## src/rtl/serial_add_arbiter_pkg.sv

```systemverilog
// Shared types and constants for the two-requester serial adder.
package serial_add_arbiter_pkg;

    typedef enum logic [1:0] {
        IDLE = 2'd0,
        RUN  = 2'd1,
        DONE = 2'd2
    } state_e;

    localparam logic ID_A    = 1'b0;
    localparam logic ID_B    = 1'b1;
    localparam int   SLICE_W = 2;

endpackage

```

## src/rtl/add2_slice.sv

```systemverilog
// Registered 2-bit full-adder slice; both sum and carry-out are flopped.
module add2_slice
    import serial_add_arbiter_pkg::*;
(
    input  logic               Clock,
    input  logic               Reset,
    input  logic [SLICE_W-1:0] x,
    input  logic [SLICE_W-1:0] y,
    input  logic               ci,
    output logic [SLICE_W-1:0] s,
    output logic               co
);

    logic [SLICE_W:0]   sum_d;
    logic [SLICE_W-1:0] s_q;
    logic               co_q;

    always_comb begin
        sum_d = {1'b0, x} + {1'b0, y} + {{SLICE_W{1'b0}}, ci};
    end

    always_ff @(posedge Clock) begin
        if (!Reset) begin
            s_q  <= '0;
            co_q <= 1'b0;
        end else begin
            s_q  <= sum_d[SLICE_W-1:0];
            co_q <= sum_d[SLICE_W];
        end
    end

    assign s  = s_q;
    assign co = co_q;

endmodule

```

## src/rtl/serial_add_arbiter.sv

```systemverilog
// Round-robin arbiter sharing one registered 2-bit adder slice between two requesters.
// Define SERIAL_ADD_ARBITER_OVF_EN to add the signed-overflow output res_ovf.
module serial_add_arbiter
    import serial_add_arbiter_pkg::*;
#(
    parameter int WIDTH = 16
) (
    input  logic             Clock,
    input  logic             Reset,
    input  logic             a_valid,
    input  logic             b_valid,
    output logic             a_ready,
    output logic             b_ready,
    input  logic [WIDTH-1:0] a_opx,
    input  logic [WIDTH-1:0] a_opy,
    input  logic [WIDTH-1:0] b_opx,
    input  logic [WIDTH-1:0] b_opy,
    input  logic             a_cin,
    input  logic             b_cin,
    output logic             res_valid,
    input  logic             res_ready,
    output logic [WIDTH-1:0] res_sum,
    output logic             res_cout,
`ifdef SERIAL_ADD_ARBITER_OVF_EN
    output logic             res_ovf,
`endif
    output logic             res_id
);

    localparam int HALF  = WIDTH / SLICE_W;
    localparam int CNT_W = $clog2(HALF + 1);

    state_e             state_q, state_d;
    logic [CNT_W-1:0]   cnt_q, cnt_d;
    logic               prio_q, prio_d;
    logic [WIDTH-1:0]   opx_q, opx_d;
    logic [WIDTH-1:0]   opy_q, opy_d;
    logic               cin_q, cin_d;
    logic               res_valid_q, res_valid_d;
    logic [WIDTH-1:0]   res_sum_q, res_sum_d;
    logic               res_cout_q, res_cout_d;
    logic               res_id_q, res_id_d;
    logic               grant_b;
    logic [SLICE_W-1:0] slice_s;
    logic               slice_co;
    logic               slice_ci;
    int                 lane;
`ifdef SERIAL_ADD_ARBITER_OVF_EN
    logic               msb_x_q, msb_x_d;
    logic               msb_y_q, msb_y_d;
    logic               res_ovf_q, res_ovf_d;
`endif

    // Operands shift down one slice per RUN cycle, so the slice always sees the low pair.
    assign slice_ci = (cnt_q == '0) ? cin_q : slice_co;

    add2_slice u_slice (
        .Clock (Clock),
        .Reset (Reset),
        .x     (opx_q[SLICE_W-1:0]),
        .y     (opy_q[SLICE_W-1:0]),
        .ci    (slice_ci),
        .s     (slice_s),
        .co    (slice_co)
    );

    always_comb begin
        state_d     = state_q;
        cnt_d       = cnt_q;
        prio_d      = prio_q;
        opx_d       = opx_q;
        opy_d       = opy_q;
        cin_d       = cin_q;
        res_valid_d = res_valid_q;
        res_sum_d   = res_sum_q;
        res_cout_d  = res_cout_q;
        res_id_d    = res_id_q;
        a_ready     = 1'b0;
        b_ready     = 1'b0;
        grant_b     = 1'b0;
        lane        = int'(cnt_q) - 1;
`ifdef SERIAL_ADD_ARBITER_OVF_EN
        msb_x_d     = msb_x_q;
        msb_y_d     = msb_y_q;
        res_ovf_d   = res_ovf_q;
`endif
        case (state_q)
            IDLE: begin
                grant_b = b_valid && (!a_valid || (prio_q == ID_B));
                if (a_valid || b_valid) begin
                    a_ready  = !grant_b;
                    b_ready  = grant_b;
                    opx_d    = grant_b ? b_opx : a_opx;
                    opy_d    = grant_b ? b_opy : a_opy;
                    cin_d    = grant_b ? b_cin : a_cin;
                    res_id_d = grant_b ? ID_B : ID_A;
                    prio_d   = grant_b ? ID_A : ID_B;
                    cnt_d    = '0;
                    state_d  = RUN;
`ifdef SERIAL_ADD_ARBITER_OVF_EN
                    msb_x_d  = grant_b ? b_opx[WIDTH-1] : a_opx[WIDTH-1];
                    msb_y_d  = grant_b ? b_opy[WIDTH-1] : a_opy[WIDTH-1];
`endif
                end
            end
            RUN: begin
                opx_d = opx_q >> SLICE_W;
                opy_d = opy_q >> SLICE_W;
                // The slice output lags its issue by one cycle, so count k lands lane k-1.
                if (cnt_q != '0) begin
                    res_sum_d[SLICE_W*lane +: SLICE_W] = slice_s;
                end
                if (cnt_q == CNT_W'(HALF)) begin
                    res_valid_d = 1'b1;
                    res_cout_d  = slice_co;
                    state_d     = DONE;
`ifdef SERIAL_ADD_ARBITER_OVF_EN
                    res_ovf_d   = (msb_x_q == msb_y_q) && (slice_s[SLICE_W-1] != msb_x_q);
`endif
                end else begin
                    cnt_d = cnt_q + CNT_W'(1);
                end
            end
            DONE: begin
                if (res_ready) begin
                    res_valid_d = 1'b0;
                    state_d     = IDLE;
                end
            end
            default: state_d = IDLE;
        endcase
        if (!Reset) begin
            a_ready = 1'b0;
            b_ready = 1'b0;
        end
    end

    always_ff @(posedge Clock) begin
        if (!Reset) begin
            state_q     <= IDLE;
            cnt_q       <= '0;
            prio_q      <= ID_A;
            res_valid_q <= 1'b0;
            res_sum_q   <= '0;
            res_cout_q  <= 1'b0;
            res_id_q    <= 1'b0;
        end else begin
            state_q     <= state_d;
            cnt_q       <= cnt_d;
            prio_q      <= prio_d;
            res_valid_q <= res_valid_d;
            res_sum_q   <= res_sum_d;
            res_cout_q  <= res_cout_d;
            res_id_q    <= res_id_d;
        end
    end

    // Latched operands are pure data and need no reset.
    always_ff @(posedge Clock) begin
        opx_q <= opx_d;
        opy_q <= opy_d;
        cin_q <= cin_d;
    end

`ifdef SERIAL_ADD_ARBITER_OVF_EN
    always_ff @(posedge Clock) begin
        msb_x_q <= msb_x_d;
        msb_y_q <= msb_y_d;
        if (!Reset) begin
            res_ovf_q <= 1'b0;
        end else begin
            res_ovf_q <= res_ovf_d;
        end
    end

    assign res_ovf = res_ovf_q;
`endif

    assign res_valid = res_valid_q;
    assign res_sum   = res_sum_q;
    assign res_cout  = res_cout_q;
    assign res_id    = res_id_q;

endmodule

```

## config.mk

```make
export PLATFORM = sky130hd
export DESIGN_NAME = serial_add_arbiter
export DESIGN_NICKNAME = d
export VERILOG_FILES = /design/src/rtl/serial_add_arbiter_pkg.sv /design/src/rtl/add2_slice.sv /design/src/rtl/serial_add_arbiter.sv
export SDC_FILE = /design/constraint.sdc
export NUM_CORES = 1
export LEC_CHECK = 0
export CAP_MARGIN = 20
export CORE_MARGIN = 10
export CORE_UTILIZATION = 48
export CTS_CLUSTER_DIAMETER = 100
export CTS_CLUSTER_SIZE = 28
export DETAILED_ROUTE_END_ITERATION = 10
export GPL_TIMING_DRIVEN = 1
export HOLD_SLACK_MARGIN = 0.02
export PLACE_DENSITY = 0.79
export SKIP_CTS_REPAIR_TIMING = 1
export SYNTH_ARGS = -nofsm -noshare
export SYNTH_HDL_FRONTEND = slang
export SYNTH_SLANG_ARGS = --single-unit
```

## constraint.sdc

```tcl
create_clock -name Clock -period 4.6 [get_ports Clock]
set_input_delay 0.69 -clock Clock [delete_from_list [all_inputs] [get_ports Clock]]
set_output_delay 0.69 -clock Clock [all_outputs]
set_load 0.01 [all_outputs]
```

==> impl_metrics.env <==
export IMPL_postLayoutCoreUtil_pct=68.4
export IMPL_hpwlAfterDp_mm=5.51
export IMPL_routedWlPerCell_um=14.7
export IMPL_yosysUniqueCellTypes=42
export IMPL_cp_required_ns=4.86
export IMPL_syn_cell_area_um2=3230
export IMPL_ys_warnings_count=0
export IMPL_synth_compound_area_share_pct=7.55
export IMPL_power_frac_clock_pct=32.1
export IMPL_yosysTopAreaCellShare_pct=30.7
export IMPL_grt_pass1_wl_mm=11.7
export IMPL_yosys_area_share_xor_xnor_pct=1.86
export IMPL_path_class="register to register"
export IMPL_clock_path_buffers=2
export IMPL_crit_buf_inv=1
export IMPL_vias=2518
export IMPL_grt_usage_pct=13.9
export IMPL_end_kind="register"
export IMPL_arrival_ns=3.87
export IMPL_io_pins=92
export IMPL_synth_top_area_cell="edfxtp_1"
export IMPL_first_global_vias=2607
export IMPL_coreArea_um2=6460
export IMPL_wirelength_mm=7.17
export IMPL_power_switching_uw=333
export IMPL_cts_tree="yes"
export IMPL_drive_above_1_share_pct=9.00
export IMPL_vdd_drop_max_mv=0.161
export IMPL_hold_class="register to register"
export IMPL_gp_congestion=0.832
export IMPL_rsz0062_at_grt="no"
export IMPL_pre_cts_slack_ns=1.01
export IMPL_fp_dieH_um=102
export IMPL_numPortBuffers=91
export IMPL_grt_max_degree=63
export IMPL_die_x_um=102
export IMPL_p_comb_share_pct=17.5
export IMPL_synth_area_top_cells="edfxtp_1 31%, dfxtp_1 18%, mux2i_1 15%"
export IMPL_tns_ns=0
export IMPL_slowest_stage="or4b_1"
export IMPL_slowest_delay_ns=0.56
export IMPL_drv_slew=0
export IMPL_crit_top_cell="ha_1"
export IMPL_final_nets=488
export IMPL_clk_latency_ns=0.33
export IMPL_setup_violations=0
export IMPL_antenna_diode_count=0
export IMPL_pwr_share_seq_pct=50.4
export IMPL_initialDrtViolationCount=106
export IMPL_dpl_cell_area_um2=4210
export IMPL_cts_buffers_inserted=9
export IMPL_dieArea_um2=10400
export IMPL_crit_family="simple AND/OR/NAND/NOR gates"
export IMPL_area_delta_synth_final_pct=36.6
export IMPL_synth_edf_count=33
export IMPL_start_util_pct=50.0
export IMPL_p_int_uw=995
export IMPL_ys_flop_type="edfxtp_1"
export IMPL_status="finished clean"
export IMPL_synth_top_family_by_area="simple AND/OR/NAND/NOR gates"
export IMPL_ys_ff_latch=62
export IMPL_firstDrtPassIters=4
export IMPL_total_power_mw=1.33
export IMPL_syn_nets=400
export IMPL_slew_headroom_pct=42.8
export IMPL_path_clk_slew_ns=0.07
export IMPL_synthMuxAreaShare_pct=15.9
export IMPL_clock_sinks=62
export IMPL_finalWorstSetupSlack_ns=0.986
export IMPL_vias_per_cell=5.16
export IMPL_synth_fa_ha_area_share_pct=4.72
export IMPL_antenna_left=0
export IMPL_fin_crit_ns=3.61
export IMPL_h_tree_depth=3
export IMPL_rows=29
export IMPL_avgSynthCellArea_um2=10.2
export IMPL_p_leak_nw=1.77
export IMPL_tightest_slew_ns=0.856
export IMPL_cp_max_fo=11
export IMPL_fmax_mhz=277
export IMPL_syn_inst=318
export IMPL_period_share_pct=78.6
export IMPL_switching_share_pct=25.1
export IMPL_async_flop_share_pct=0
export IMPL_drc=0
export IMPL_cts_root_buf="clkbuf_8"
export IMPL_yosysSeqAreaShare_pct=48.6
export IMPL_p_per_area_nw_per_um2=301
export IMPL_hold_viol=0
export IMPL_start_kind="register"
export IMPL_cp_cell_sequence="inv_1, ha_1, nor2_1, o21ai_0, a21oi_1, a41oi_1, nor2b_1, ha_1, or4b_1, nor3_2, o21ai_2, nor4_1, mux2i_1"
export IMPL_antenna_found_initial=0
export IMPL_fin_skew_ns=0.00752
export IMPL_cap_viol_max_count=0
export IMPL_postLayoutCellArea_um2=4420
export IMPL_grt_ovfl_total=0
export IMPL_synth_simple_gate_area_share_pct=18.0
-- flip-flops by register name (all words and copies together), names as in the netlist, 2 cells and up --
register   flops
cnt_q          4
opx_q         16
opy_q         16
res_sum       16
state_q        2
u_slice.s      2
-- synthesized netlist by cell type (all sizes together), types with 3 or more instances --
library cell / number
a31o: 3
xor2: 5
o21ai: 34
nor3: 6
and2: 5
inv: 10
buf: 4
nor2b: 7
edfxtp: 33
mux2i: 49
clkbuf: 13
a21oi: 4
nor2: 16
nand4b: 3
ha: 9
dfxtp: 29
nor4: 4
nand2: 55
or3: 8
-- layout by cell type, fill, tap and decap left out, drive strengths merged, types with 8 or more instances in the layout --
master | netlist | layout
clkdlybuf4s50 | 0 | 91
nand2 | 55 | 55
mux2i | 49 | 49
o21ai | 34 | 34
edfxtp | 33 | 33
dfxtp | 29 | 29
nor2 | 16 | 16
clkbuf | 13 | 12
inv | 10 | 10
ha | 9 | 9
or3 | 8 | 8
-- worst paths after layout --
| kind | depth (start not counted) | to | startpoint | slack, ns |
|---|---|---|---|---|
| worst max-delay path | 13 | res_sum[3]$_SDFFE_PN0P_ | cnt_q[0]$_SDFFE_PN0P_ | 0.99 |
| worst min-delay path | 2 | res_sum[14]$_SDFFE_PN0P_ | res_sum[14]$_SDFFE_PN0P_ | 0.46 |
| worst max register to register | 13 | res_sum[3]$_SDFFE_PN0P_ | cnt_q[0]$_SDFFE_PN0P_ | 0.99 |
| worst min register to register | 2 | res_sum[14]$_SDFFE_PN0P_ | res_sum[14]$_SDFFE_PN0P_ | 0.46 |
-- per-stage QoR --
stage	cells	hold slack, ns
floorplan	318	0.455
global route	488	0.489
global placement	471	0.445
finish	488	0.456
CTS	487	0.463
detailed placement	471	0.453
-- layer usage --
metal | vias to the layer above | track usage [%] | routed length, µm
met3 | 10 | 5.87 | 650
met1 | 1122 | 15.7 | 3040
met4 | 0 | 5.53 | 80
met2 | 87 | 22.9 | 3390
met5 | - | 0 | 0
li1 | 1299 | - | -
-- kinds of logic after synthesis --
group,Yosys count
muxes,51
AOI/OAI and AO/OA,44
and+or+nand+nor,117
adders and majority gates,11
buffers and inverters,27
DFF,62
xor gates and xnor gates,6
-- power by group through the flow --
stage	logic [mW]	registers, mW	clock network, mW
2_1_floorplan	0.135	0.675	0
3_3_place_gp	0.222	0.680	0
3_5_place_dp	0.228	0.682	0
4_1_cts	0.229	0.670	0.434
5_1_grt	0.261	0.676	0.459
6_report	0.232	0.669	0.426
-- area by class of cell --
cell class | count | area, µm²
clock inverters | 4 | 22.5
clock buffers | 12 | 155
repair buffers | 94 | 953
flip-flops and latches | 62 | 1570
inverters | 10 | 37.5
fillers | 516 | 2040
multi-input cells | 229 | 1580
well taps | 77 | 96.3
-- worst min-delay path, cell delays in order (launching register included) --
cell	delay [ns]
dfxtp_1	0.31
nand2_1	0.05
mux2i_1	0.05
Note: power is estimated with default switching activity, not from simulation.
